[config.mk]
export PLATFORM = sky130hd
export DESIGN_NAME = keypad_scanner
export DESIGN_NICKNAME = d
export VERILOG_FILES = /design/src/rtl/keypad_scanner.sv
export SDC_FILE = /design/constraint.sdc
export NUM_CORES = 1
export LEC_CHECK = 0
export ABC_AREA = 1
export CAP_MARGIN = 10
export CORE_ASPECT_RATIO = 1.1
export CORE_MARGIN = 3
export CORE_UTILIZATION = 48
export DETAILED_ROUTE_END_ITERATION = 8
export PLACE_DENSITY = 0.76
export RECOVER_POWER = 50
export SYNTH_ARGS = -nofsm -noshare
export SYNTH_HDL_FRONTEND = slang
export SYNTH_SLANG_ARGS = --single-unit
export TNS_END_PERCENT = 30
[constraint.sdc]
create_clock -name clk -period 8.2 [get_ports clk]
set_clock_uncertainty 0.1 [all_clocks]
set_input_delay 1.23 -clock clk [delete_from_list [all_inputs] [get_ports clk]]
set_output_delay 1.23 -clock clk [all_outputs]
set_load 0.02 [all_outputs]
[src/rtl/keypad_scanner.sv]
// keypad_scanner
//   Scans a 4-row x 3-column matrix keypad and reports one debounced key.
//   A column is driven for SCAN_DIV clocks; rows are sampled in the last
//   clock of that slot. Three slots form one 12-bit raw frame. A key vector
//   is accepted after DEBOUNCE_CNT identical consecutive frames.
//
// Ports
//   clk       in   system clock, rising edge
//   rst       in   synchronous active-high reset
//   key_row   in   [3:0]  row sense, active-high, bit r = row r
//   key_col   out  [2:0]  column drive, one-hot active-high
//   key_data  out  [11:0] debounced one-hot key, key k at bit (12-k), 0 = none
//   key_valid out         one-clock pulse when key_data takes a new key
module keypad_scanner #(
    parameter int SCAN_DIV     = 25000,
    parameter int DEBOUNCE_CNT = 4
) (
    input  logic        clk,
    input  logic        rst,
    input  logic [3:0]  key_row,
    output logic [2:0]  key_col,
    output logic [11:0] key_data,
    output logic        key_valid
);

    localparam int SW = $clog2(SCAN_DIV);
    localparam int CW = $clog2(DEBOUNCE_CNT + 1);
    localparam logic [SW-1:0] SLOT_LAST  = SW'(SCAN_DIV - 1);
    localparam logic [CW-1:0] STABLE_MAX = CW'(DEBOUNCE_CNT);

    typedef enum logic [1:0] {
        IDLE         = 2'd0,
        PRESS_WAIT   = 2'd1,
        HELD         = 2'd2,
        RELEASE_WAIT = 2'd3
    } state_t;

    logic [SW-1:0] slot_cnt;
    logic [1:0]    col_idx;
    logic          slot_last;
    logic          frame_end_p0;
    logic [11:0]   frame_p0;
    logic [11:0]   frame_next;
    logic          frame_multi;
    logic [11:0]   raw_p1;
    logic          vld_p1;
    logic [11:0]   prev_vec;
    logic [CW-1:0] stable_cnt;
    state_t        state;
    state_t        state_next;
    logic          accept;
    logic          raw_onehot;
    logic          raw_zero;
    logic          load_key;
    logic          clr_key;

    // ---- stage p0: column scan and row sampling ----
    assign slot_last    = (slot_cnt == SLOT_LAST);
    assign frame_end_p0 = slot_last && (col_idx == 2'd2);

    always_ff @(posedge clk) begin
        if (rst) begin
            slot_cnt <= '0;
            col_idx  <= 2'd0;
        end else if (slot_last) begin
            slot_cnt <= '0;
            col_idx  <= (col_idx == 2'd2) ? 2'd0 : col_idx + 2'd1;
        end else begin
            slot_cnt <= slot_cnt + SW'(1);
        end
    end

    always_comb begin
        case (col_idx)
            2'd0:    key_col = 3'b001;
            2'd1:    key_col = 3'b010;
            2'd2:    key_col = 3'b100;
            default: key_col = 3'b001;
        endcase
    end

    // Key k = 3r + c + 1 lives at bit 12 - k = 11 - 3r - c; only the
    // currently driven column's four bits are replaced.
    always_comb begin
        frame_next = frame_p0;
        for (int r = 0; r < 4; r++) begin
            for (int c = 0; c < 3; c++) begin
                if (col_idx == 2'(c)) begin
                    frame_next[11 - 3*r - c] = key_row[r];
                end
            end
        end
    end

    assign frame_multi = ($countones(frame_next) > 1);

    // ---- stage p1: completed frame and stability count ----
    always_ff @(posedge clk) begin
        if (rst) begin
            frame_p0   <= '0;
            raw_p1     <= '0;
            vld_p1     <= 1'b0;
            prev_vec   <= '0;
            stable_cnt <= '0;
        end else begin
            vld_p1 <= frame_end_p0;
            if (slot_last) begin
                frame_p0 <= frame_next;
            end
            if (frame_end_p0) begin
                raw_p1   <= frame_next;
                prev_vec <= frame_next;
                // Multi-key frames never build up stability.
                if (frame_multi || (frame_next != prev_vec)) begin
                    stable_cnt <= CW'(1);
                end else if (stable_cnt != STABLE_MAX) begin
                    stable_cnt <= stable_cnt + CW'(1);
                end
            end
        end
    end

    // ---- stage p2: debounce FSM, decided the cycle after frame end ----
    assign accept     = (stable_cnt == STABLE_MAX);
    assign raw_onehot = $onehot(raw_p1);
    assign raw_zero   = (raw_p1 == 12'd0);

    always_ff @(posedge clk) begin
        if (rst) begin
            state <= IDLE;
        end else begin
            state <= state_next;
        end
    end

    always_comb begin
        state_next = state;
        if (vld_p1) begin
            case (state)
                IDLE: begin
                    if (raw_onehot) begin
                        state_next = accept ? HELD : PRESS_WAIT;
                    end
                end
                PRESS_WAIT: begin
                    if (raw_zero) begin
                        state_next = IDLE;
                    end else if (raw_onehot && accept) begin
                        state_next = HELD;
                    end
                end
                HELD: begin
                    if (raw_p1 != key_data) begin
                        state_next = (raw_zero && accept) ? IDLE : RELEASE_WAIT;
                    end
                end
                RELEASE_WAIT: begin
                    if (raw_p1 == key_data) begin
                        state_next = HELD;
                    end else if (raw_zero && accept) begin
                        state_next = IDLE;
                    end
                end
                default: state_next = IDLE;
            endcase
        end
    end

    // A key is loaded only when entering HELD from the press side, so a
    // bounce back from RELEASE_WAIT never produces a second pulse.
    always_comb begin
        load_key = ((state == IDLE) || (state == PRESS_WAIT)) && (state_next == HELD);
        clr_key  = ((state == HELD) || (state == RELEASE_WAIT)) && (state_next == IDLE);
    end

    always_ff @(posedge clk) begin
        if (rst) begin
            key_data  <= '0;
            key_valid <= 1'b0;
        end else begin
            key_valid <= load_key;
            if (load_key) begin
                key_data <= raw_p1;
            end else if (clr_key) begin
                key_data <= '0;
            end
        end
    end

endmodule

# Yosys cells after proc, flatten, opt, wreduce, memory -nomap -nowiden
# Cells that the tools add are included.
[classes]
n_addsub = 25
order_cmp = 1
eq_ne = 13
muxes = 28
n_reduce_logical = 16
[ops]
columns = ["operator", "n"]
rows = [
  ["1-bit by 1-bit adder with 2-bit output", 12],
  ["12-bit two-way mux", 2],
  ["12-bit != test", 2],
  ["2-bit two-way mux", 10],
  ["2-bit by 2-bit adder with 3-bit output", 6],
  ["15-bit by 1-bit adder with 15-bit output, second input constant", 1],
  ["15-bit equality test, second input constant", 1],
  ["12-bit equality test", 1],
  ["12-bit zero test", 1],
  ["1-bit two-way mux", 12],
  ["3-bit by 3-bit adder with 4-bit output", 2],
  ["2-bit equality test, second input constant", 4],
  ["2-bit one-hot mux with 4 select lines", 1],
  ["2-bit zero test", 3],
  ["3-bit two-way mux", 2],
  ["3-bit one-hot mux with 2 select lines", 1],
  ["4-bit by 3-bit adder with 5-bit output", 1],
  ["5-bit by 1-bit greater-than comparator with 1-bit output, second input constant", 1],
  ["1-bit logical AND", 5],
  ["4-bit by 3-bit adder with 4-bit output", 1],
  ["2-bit by 1-bit equality test with 1-bit output, second input constant", 2],
  ["4-bit by 1-bit equality test with 1-bit output, second input constant", 1],
  ["2-bit nonzero test", 2],
  ["3-bit by 1-bit adder with 3-bit output, second input constant", 1],
  ["6 further kinds", 8],
]
[totals]
regBits = 60
in_bits = 6
output_inout_bits = 16

# Longest topological paths before layout
# Gate-level depths: netlist of the first run.
[depth]
word_depth = 14
mapped_depth = 28
ltp_nobuf = 28

# Least setup slack after synthesis of the first run
# Ideal clock, no wire load.
[synth_timing]
path_type = "input to register"
start = "input key_row[2]"
end = "register stable_cnt[2]"
arrival_ps = 4848
required_time_ps = 7989
slack_ps = 3141
stages = 24
cell_sequence = "nand2_1 -> nand2_1 -> inv_1 -> fa_1 -> inv_1 -> fa_1 -> fa_1 -> inv_1 -> fa_1 -> inv_1 -> ha_1 -> inv_1 -> fa_1 -> nand2_1 -> nor2_1 -> nand2_1 -> nor2_1 -> nand2_1 -> nor2_1 -> nand3_1 -> nand3_1 -> nand2_1 -> nand2_1 -> nor2_1"
[synth_via]
elab_chain_len = 9
word_cells_on_any_way = 15
[synth_rtl]
columns = ["element", "line_no", "source"]
rows = [
  ["from (decl)", "20", "input logic [3:0] key_row,"],
  ["1-bit two-way mux", "88", "if (col_idx == 2'(c)) begin"],
  ["1-bit by 1-bit adder with 2-bit output (not written as such)", "95", "assign frame_multi = ($countones(frame_next) > 1);"],
  ["2-bit by 2-bit adder with 3-bit output (not written as such)", "95", ""],
  ["3-bit by 3-bit adder with 4-bit output (not written as such)", "95", ""],
  ["4-bit by 3-bit adder with 5-bit output (not written as such)", "95", ""],
  ["5-bit by 1-bit greater-than comparator with 1-bit output", "95", ""],
  ["1-bit logical OR *", "114", "if (frame_multi || (frame_next != prev_vec)) begin"],
  ["2-bit nonzero test (no line)", "-", ""],
  ["2-bit AND reduction (no line)", "-", ""],
  ["to (signal assigned)", "117", "stable_cnt <= stable_cnt + CW'(1);"],
  ["to (decl)", "48", "logic [CW-1:0] stable_cnt;"],
]
# Every way passes the cells marked *; elsewhere a longest branch is shown, timed or not.
# A chain may end at the register's enable or synchronous reset.

# Worst setup path after layout of the first run
# Same ends and word-level chain as after synthesis.

==> results of run 1 <==
[layer usage]
metal	GRT usage (%)	wire (um)
met5	0	0
met4	9.40	216
met3	5.47	845
met2	36.6	4440
met1	30.4	4380
[layout make-up]
| class | instances | area (um2) |
|---|---|---|
| inverter | 91 | 342 |
| tap | 105 | 131 |
| multi-input combinational | 405 | 2220 |
| clock inverter | 7 | 56.3 |
| clock buffer | 9 | 124 |
| timing repair buffer | 21 | 210 |
| fill | 794 | 3310 |
| sequential | 60 | 1200 |
[critical path: cells and delay by family]
| family | cells | cell delay, ns |
|---|---|---|
| buf+inv | 6 | 0.82 |
| fa+ha+maj | 6 | 2.51 |
| simple gates | 13 | 1.08 |
[sequential cells by signal, indices dropped and copies added, names as in the netlist]
name        flops
vld_p1          1
state           2
key_data       12
key_valid       1
col_idx         2
stable_cnt      3
slot_cnt       15
frame_p0       12
prev_vec       12
[power breakdown]
| group | switching (mW) | internal (mW) | total, mW |
|---|---|---|---|
| registers | 0.000878 | 0.292 | 0.293 |
| clock network | 0.139 | 0.113 | 0.252 |
| logic | 0.0186 | 0.00978 | 0.0284 |
[path summary, 6_finish.rpt]
| check | endpoint | slack (ns) |
|---|---|---|
| min reg2reg | frame_p0[6]$_SDFFE_PP0N_ | 0.35 |
| min | frame_p0[6]$_SDFFE_PP0N_ | 0.35 |
| max reg2reg | stable_cnt[2]$_SDFFE_PP0P_ | 3.03 |
| max | stable_cnt[2]$_SDFFE_PP0P_ | 2.69 |
[cells by family after synthesis]
logic type	synth area share [%]
XOR/XNOR	1.82
buffers and inverters	11.0
flip-flops	31.3
AND/OR/NAND/NOR	35.6
adder cells (fa/ha/maj)	12.2
AO/OA/AOI/OAI	8.11
[cells in the mapped netlist, drive strengths merged]
cell type,n
buf,9
nand3b,4
nor3,8
ha,15
o21ai,24
or2,2
xor2,3
xnor2,5
a31oi,5
fa,14
nand3,49
dfxtp,60
nand4,23
inv,89
a21oi,26
a211oi,4
nor2,63
clkbuf,6
and3,1
nand2,157
nor3b,1
clkinv,2
nor4,1
[per-stage QoR]
stage          area, um2  std cells
2_1_floorplan       3840        571
3_3_place_gp        4100        682
3_5_place_dp        4100        682
4_1_cts             4280        698
5_1_grt             4280        698
6_report            4280        698
==> flow_summary.yaml, run 1 <==
sta:
  max_freq_ghz: 0.181
  setup_slack_ns: 2.69
  setup_tns_ns: 0
  hold_violations: 0
  rsz0062_at_grt: "no"
  period_needed_ns: 5.51
  whs_ns: 0.351
  worstMarginPinSlew_ns: 1.00
  drv_slew: 0
  relSlewSlack_pct: 33.0
  setup_viol: 0
  period_share_pct: 67.2
grt:
  antenna_found_initial: 0
  grt_max_degree: 37
  grt_pass1_wl_um: 16700
  grt_pass1_vias: 3526
  grt.total_usage_pct: 23.1
  grt_overflow_total: 0
final_layout:
  mostFrequentLayoutCells: "nand2_1 (156), inv_1 (83), dfxtp_1 (60)"
  post-route-util_pct: 56.4
  drive_above_1_share_pct: 5.73
  area_growth_pct: 11.5
  nets: 623
  final_common_cell: "nand2_1"
  antennaDiodeCount: 0
floorplanning:
  die_y_um: 99.8
  rows: 33
  start_util_pct: 50.6
  die_w_um: 91.3
  boundaryPins: 22
  fp.dieArea_mm2: 0.00911
  core_area_mm2: 0.00760
setup_path:
  cp.required_ns: 8.34
  cp-end-kind: "flop"
  critPathLaunchType: "input port"
  crit_type: "in2reg"
  cp_common_cell: "nand2_1"
  cp.arrival_ns: 5.66
  timing.rr.start: "col_idx[0]$_SDFFE_PP0N_"
  critical_path_peak_fanout: 4
  cpPeakStageDelay_ns: 0.53
  slowest_stage: "clkdlybuf4s50_1"
  worstSetupStartpoint: "key_row[2]"
  rr_worst_depth: 25
clocking:
  ctsHoldBuffers: 0
  cts_resized: 0
  htreeDepth: 3
  post_cts_buffers: 0
  numCtsBuffers: 9
  clk-insertion-delay-late_ns: 0.35
  cts_sinks: 60
  cts.clk_slew.worst_paths_ns: 0.08
  tritoncts: "built"
  clk_path_buf_depth: 2
  cts_root_buf: "clkbuf_8"
pwr:
  p_leak_nw: 1.99
  irDropWorstVdd_v: 0.0000611
  total_power_mw: 0.573
  cellPowerDensity_mw_per_mm2: 134
detailed_routing:
  vias: 3710
  via_per_inst: 5.32
  drc: 0
  drt_iter0_markers: 271
  wl_per_cell_um: 14.2
  drt_wl_total_um: 9890
  antenna_left: 0
  drt_pre_antenna_iters: 5
synth:
  synth.avg_cell_area_um2: 6.73
  netlist_instances: 571
  yosys_warnings: 0
  ys_seq_elements: 60
  yosysSeqAreaShare_pct: 31.3
  synthTopCellsByArea: "dfxtp_1 (31%), nand2_1 (15%), inv_1 (8.1%)"
  syn-num-nets: 606
  synth_top_area_share_pct: 31.3
  ys_types: 33
  syn_area_mm2: 0.00384
  synth_top_cell_by_area: "dfxtp_1"
placement:
  hpwl_um: 7520
  gp_congestion: 0.995
  place_ws_ns: 2.34
  portBuffers: 21
job:
  drv_cap: 0
min_path:
  worstHoldStart: "frame_p0[6]$_SDFFE_PP0N_"
  min_path_type: "reg2reg"
  holdPathStages: 2
status:
  outcome: "completed"
Power figures use the tool's default switching activity.
==> inputs of run 2 (changes only) <==
PLACE_DENSITY = 0.79   (was 0.76)
clock period = 4.9 ns   (was 8.2 ns; I/O delays follow)
==> run 2 against run 1 <==
  * Combinational power grew 120%
  * Worst hold slack improved by 0.00056 ns
  * Flip-flop and latch count stayed put
  * Cell count rose by 4.2%
  * First-iteration DRC count decreased by 4.4%
  * Non-clock buffer count rose by 29
  * Die area stayed put
  * Via count increased by 4.6%
  * Global-route usage increased by 0.31 points
  * Core utilization grew 5.4 points
  * Critical endpoint is now stable_cnt[1]$_SDFFE_PP0P_
==> flow_summary.yaml, run 2 (same netlist as run 1, synthesis figures left out) <==
sta:
  worstMarginPinSlew_ns: 0.821
  hold_violations: 0
  setup_viol: 0
  max_freq_ghz: 0.207
  period_share_pct: 98.7
  rsz0062_at_grt: "yes"
  relSlewSlack_pct: 45.1
  period_needed_ns: 4.84
  drv_slew: 0
placement:
  dp_cells: 710
  place_area_mm2: 0.00431
  hpwl_um: 7870
  portBuffers: 21
  gp_congestion: 0.990
detailed_routing:
  via_per_inst: 5.34
  drt_pre_antenna_iters: 5
  drt_wl_total_um: 10500
  drc: 0
  vias: 3879
  drt_iter0_markers: 259
  wl_per_cell_um: 14.4
  antenna_left: 0
min_path:
  min_path_type: "reg2reg"
  holdPathStages: 2
floorplanning:
  die_w_um: 91.3
  core_area_mm2: 0.00760
  rows: 33
  start_util_pct: 50.6
  die_y_um: 99.8
  fp.dieArea_mm2: 0.00911
  boundaryPins: 22
final_layout:
  nFillCells: 690
  area_growth_pct: 22.2
  drive_above_1_share_pct: 16.6
  largest_reg_flops: 15
  mostFrequentLayoutCells: "nand2_1 (138), inv_1 (75), dfxtp_1 (58)"
  fin_cells: 727
  largest-register: "slot_cnt"
  final_common_cell: "nand2_1"
  antennaDiodeCount: 0
  nets: 652
  fin_area_mm2: 0.00469
pwr:
  seqPwrFrac_pct: 46.1
  irDropWorstVdd_v: 0.000168
  cellPowerDensity_mw_per_mm2: 227
  switching_power_mw: 0.263
  pwr-share-comb_pct: 5.9
  p_clk_share_pct: 48.0
  p_leak_nw: 2.15
  sw_frac_of_total_pct: 24.7
  p_int_mw: 0.801
grt:
  grt_pass1_wl_um: 17000
  grt_pass1_vias: 3699
  grt_max_degree: 37
  grt_overflow_total: 0
  grt.total_usage_pct: 23.4
  antenna_found_initial: 0
setup_path:
  timing.rr.start: "col_idx[0]$_SDFFE_PP0N_"
  rr_worst_depth: 24
  cp.arrival_ns: 4.95
  critPathLaunchType: "flop"
  crit_end: "stable_cnt[1]$_SDFFE_PP0P_"
  reg2reg_slack_ns: 0.06
  worstSetupStartpoint: "col_idx[0]$_SDFFE_PP0N_"
  critical_path_peak_fanout: 6
  cp.required_ns: 5.01
  crit_type: "reg2reg"
  cp-end-kind: "flop"
  rr_endpoint: "stable_cnt[1]$_SDFFE_PP0P_"
job:
  drv_cap: 0
clocking:
  clk-insertion-delay-late_ns: 0.35
  cts.clk_slew.worst_paths_ns: 0.07
  cts_root_buf: "clkbuf_8"
  ctsHoldBuffers: 0
  clk_path_buf_depth: 2
  numCtsBuffers: 9
  cts_sinks: 60
  htreeDepth: 3
  tritoncts: "built"
status:
  outcome: "completed"
run 2: cell count changes in the layout (fill, tap and decap cells not counted), sizes merged:
cell,change
buf,+29
bufinv,+2
clkbuf,+1
clkdlybuf4s15,+1
clkdlybuf4s50,+13
dlygate4sd2,+2
dlygate4sd3,-17
inv,-2
run 2: worst min-delay path by stage:
| stage | startpoint | end | slack [ns] |
|---|---|---|---|
| final | frame_p0[6]$_SDFFE_PP0N_ | frame_p0[6]$_SDFFE_PP0N_ | 0.35 |
| after global routing | frame_p0[6]$_SDFFE_PP0N_ | frame_p0[6]$_SDFFE_PP0N_ | 0.39 |
| after CTS | frame_p0[6]$_SDFFE_PP0N_ | frame_p0[6]$_SDFFE_PP0N_ | 0.36 |
| after detailed placement | slot_cnt[0]$_SDFF_PP0_ | slot_cnt[0]$_SDFF_PP0_ | 0.34 |
| after global placement | slot_cnt[0]$_SDFF_PP0_ | slot_cnt[0]$_SDFF_PP0_ | 0.33 |
| after floorplan | slot_cnt[0]$_SDFF_PP0_ | slot_cnt[0]$_SDFF_PP0_ | 0.32 |
run 2: what timing repair did:
item,in CTS,in global routing
endpoints found under the setup margin,3,3
resized for setup,10,51
setup buffers,0,1
pin swaps,3,17
hold endpoints to repair,0,0
run 2: worst max-delay path, stage by stage (launching register included):
cell and delay [ns]:
dfxtp_2 0.33, inv_2 0.10, ha_4 0.21, inv_4 0.08, nand2_2 0.07, nand2_2 0.06, fa_1 0.53, fa_1 0.54
fa_1 0.55, inv_2 0.04, fa_1 0.47, inv_1 0.07, ha_2 0.18, inv_2 0.04, fa_2 0.53, nand2_2 0.07
nor2_4 0.12, buf_4 0.11, nand4_1 0.08, nor2_1 0.09, nand2_1 0.07, nand2_2 0.08, nand3_1 0.07, nand2_1 0.07
nor2_1 0.04
run 2: power by group through the flow:
stage	Sequential, mW	Combinational [mW]	Clock, mW
4_1_cts	0.491	0.0545	0.511
2_1_floorplan	0.502	0.0336	0
3_3_place_gp	0.502	0.0522	0
6_report	0.490	0.0631	0.510
5_1_grt	0.490	0.0702	0.537
3_5_place_dp	0.502	0.0544	0
run 2: metrics by stage:
stage	util, %	worst slack [ns]	TNS (ns)	hold WS, ns	total power, mW
finish	61.8	0.0626	0	0.351	1.06
global route	61.8	-0.168	-0.366	0.392	1.10
CTS	59.8	0.0136	0	0.355	1.06
detailed placement	56.8	-0.537	-1.45	0.339	0.556
global placement	56.8	-0.423	-1.13	0.331	0.554
floorplan	-	0.139	0	0.318	0.535
run 2: area by class of cell:
cell class / count / area [um2] / share of cell area [%]
clock buffer: 9 / 124 / 2.64
clock inverter: 7 / 98.8 / 2.11
timing repair buffer: 50 / 428 / 9.12
sequential: 60 / 1210 / 25.7
inverter: 91 / 352 / 7.49
tap: 105 / 131 / 2.80
multi-input combinational: 405 / 2350 / 50.1
run 2: routing by layer:
| layer | part of all wire, % | track usage (%) | vias up |
|---|---|---|---|
| met2 | 49 | 40.5 | 131 |
| met3 | 5.5 | 5.25 | 36 |
| met1 | 42 | 27.8 | 1803 |
| met4 | 3.5 | 10.4 | 0 |
| li1 | - | - | 1909 |
| met5 | 0 | 0 | - |
==> inputs of run 3 (changes only) <==
CTS_CLUSTER_DIAMETER = 150   (was unset)
==> results of run 3 <==
Final layout, timing and power as in run 2 (identical DEF).
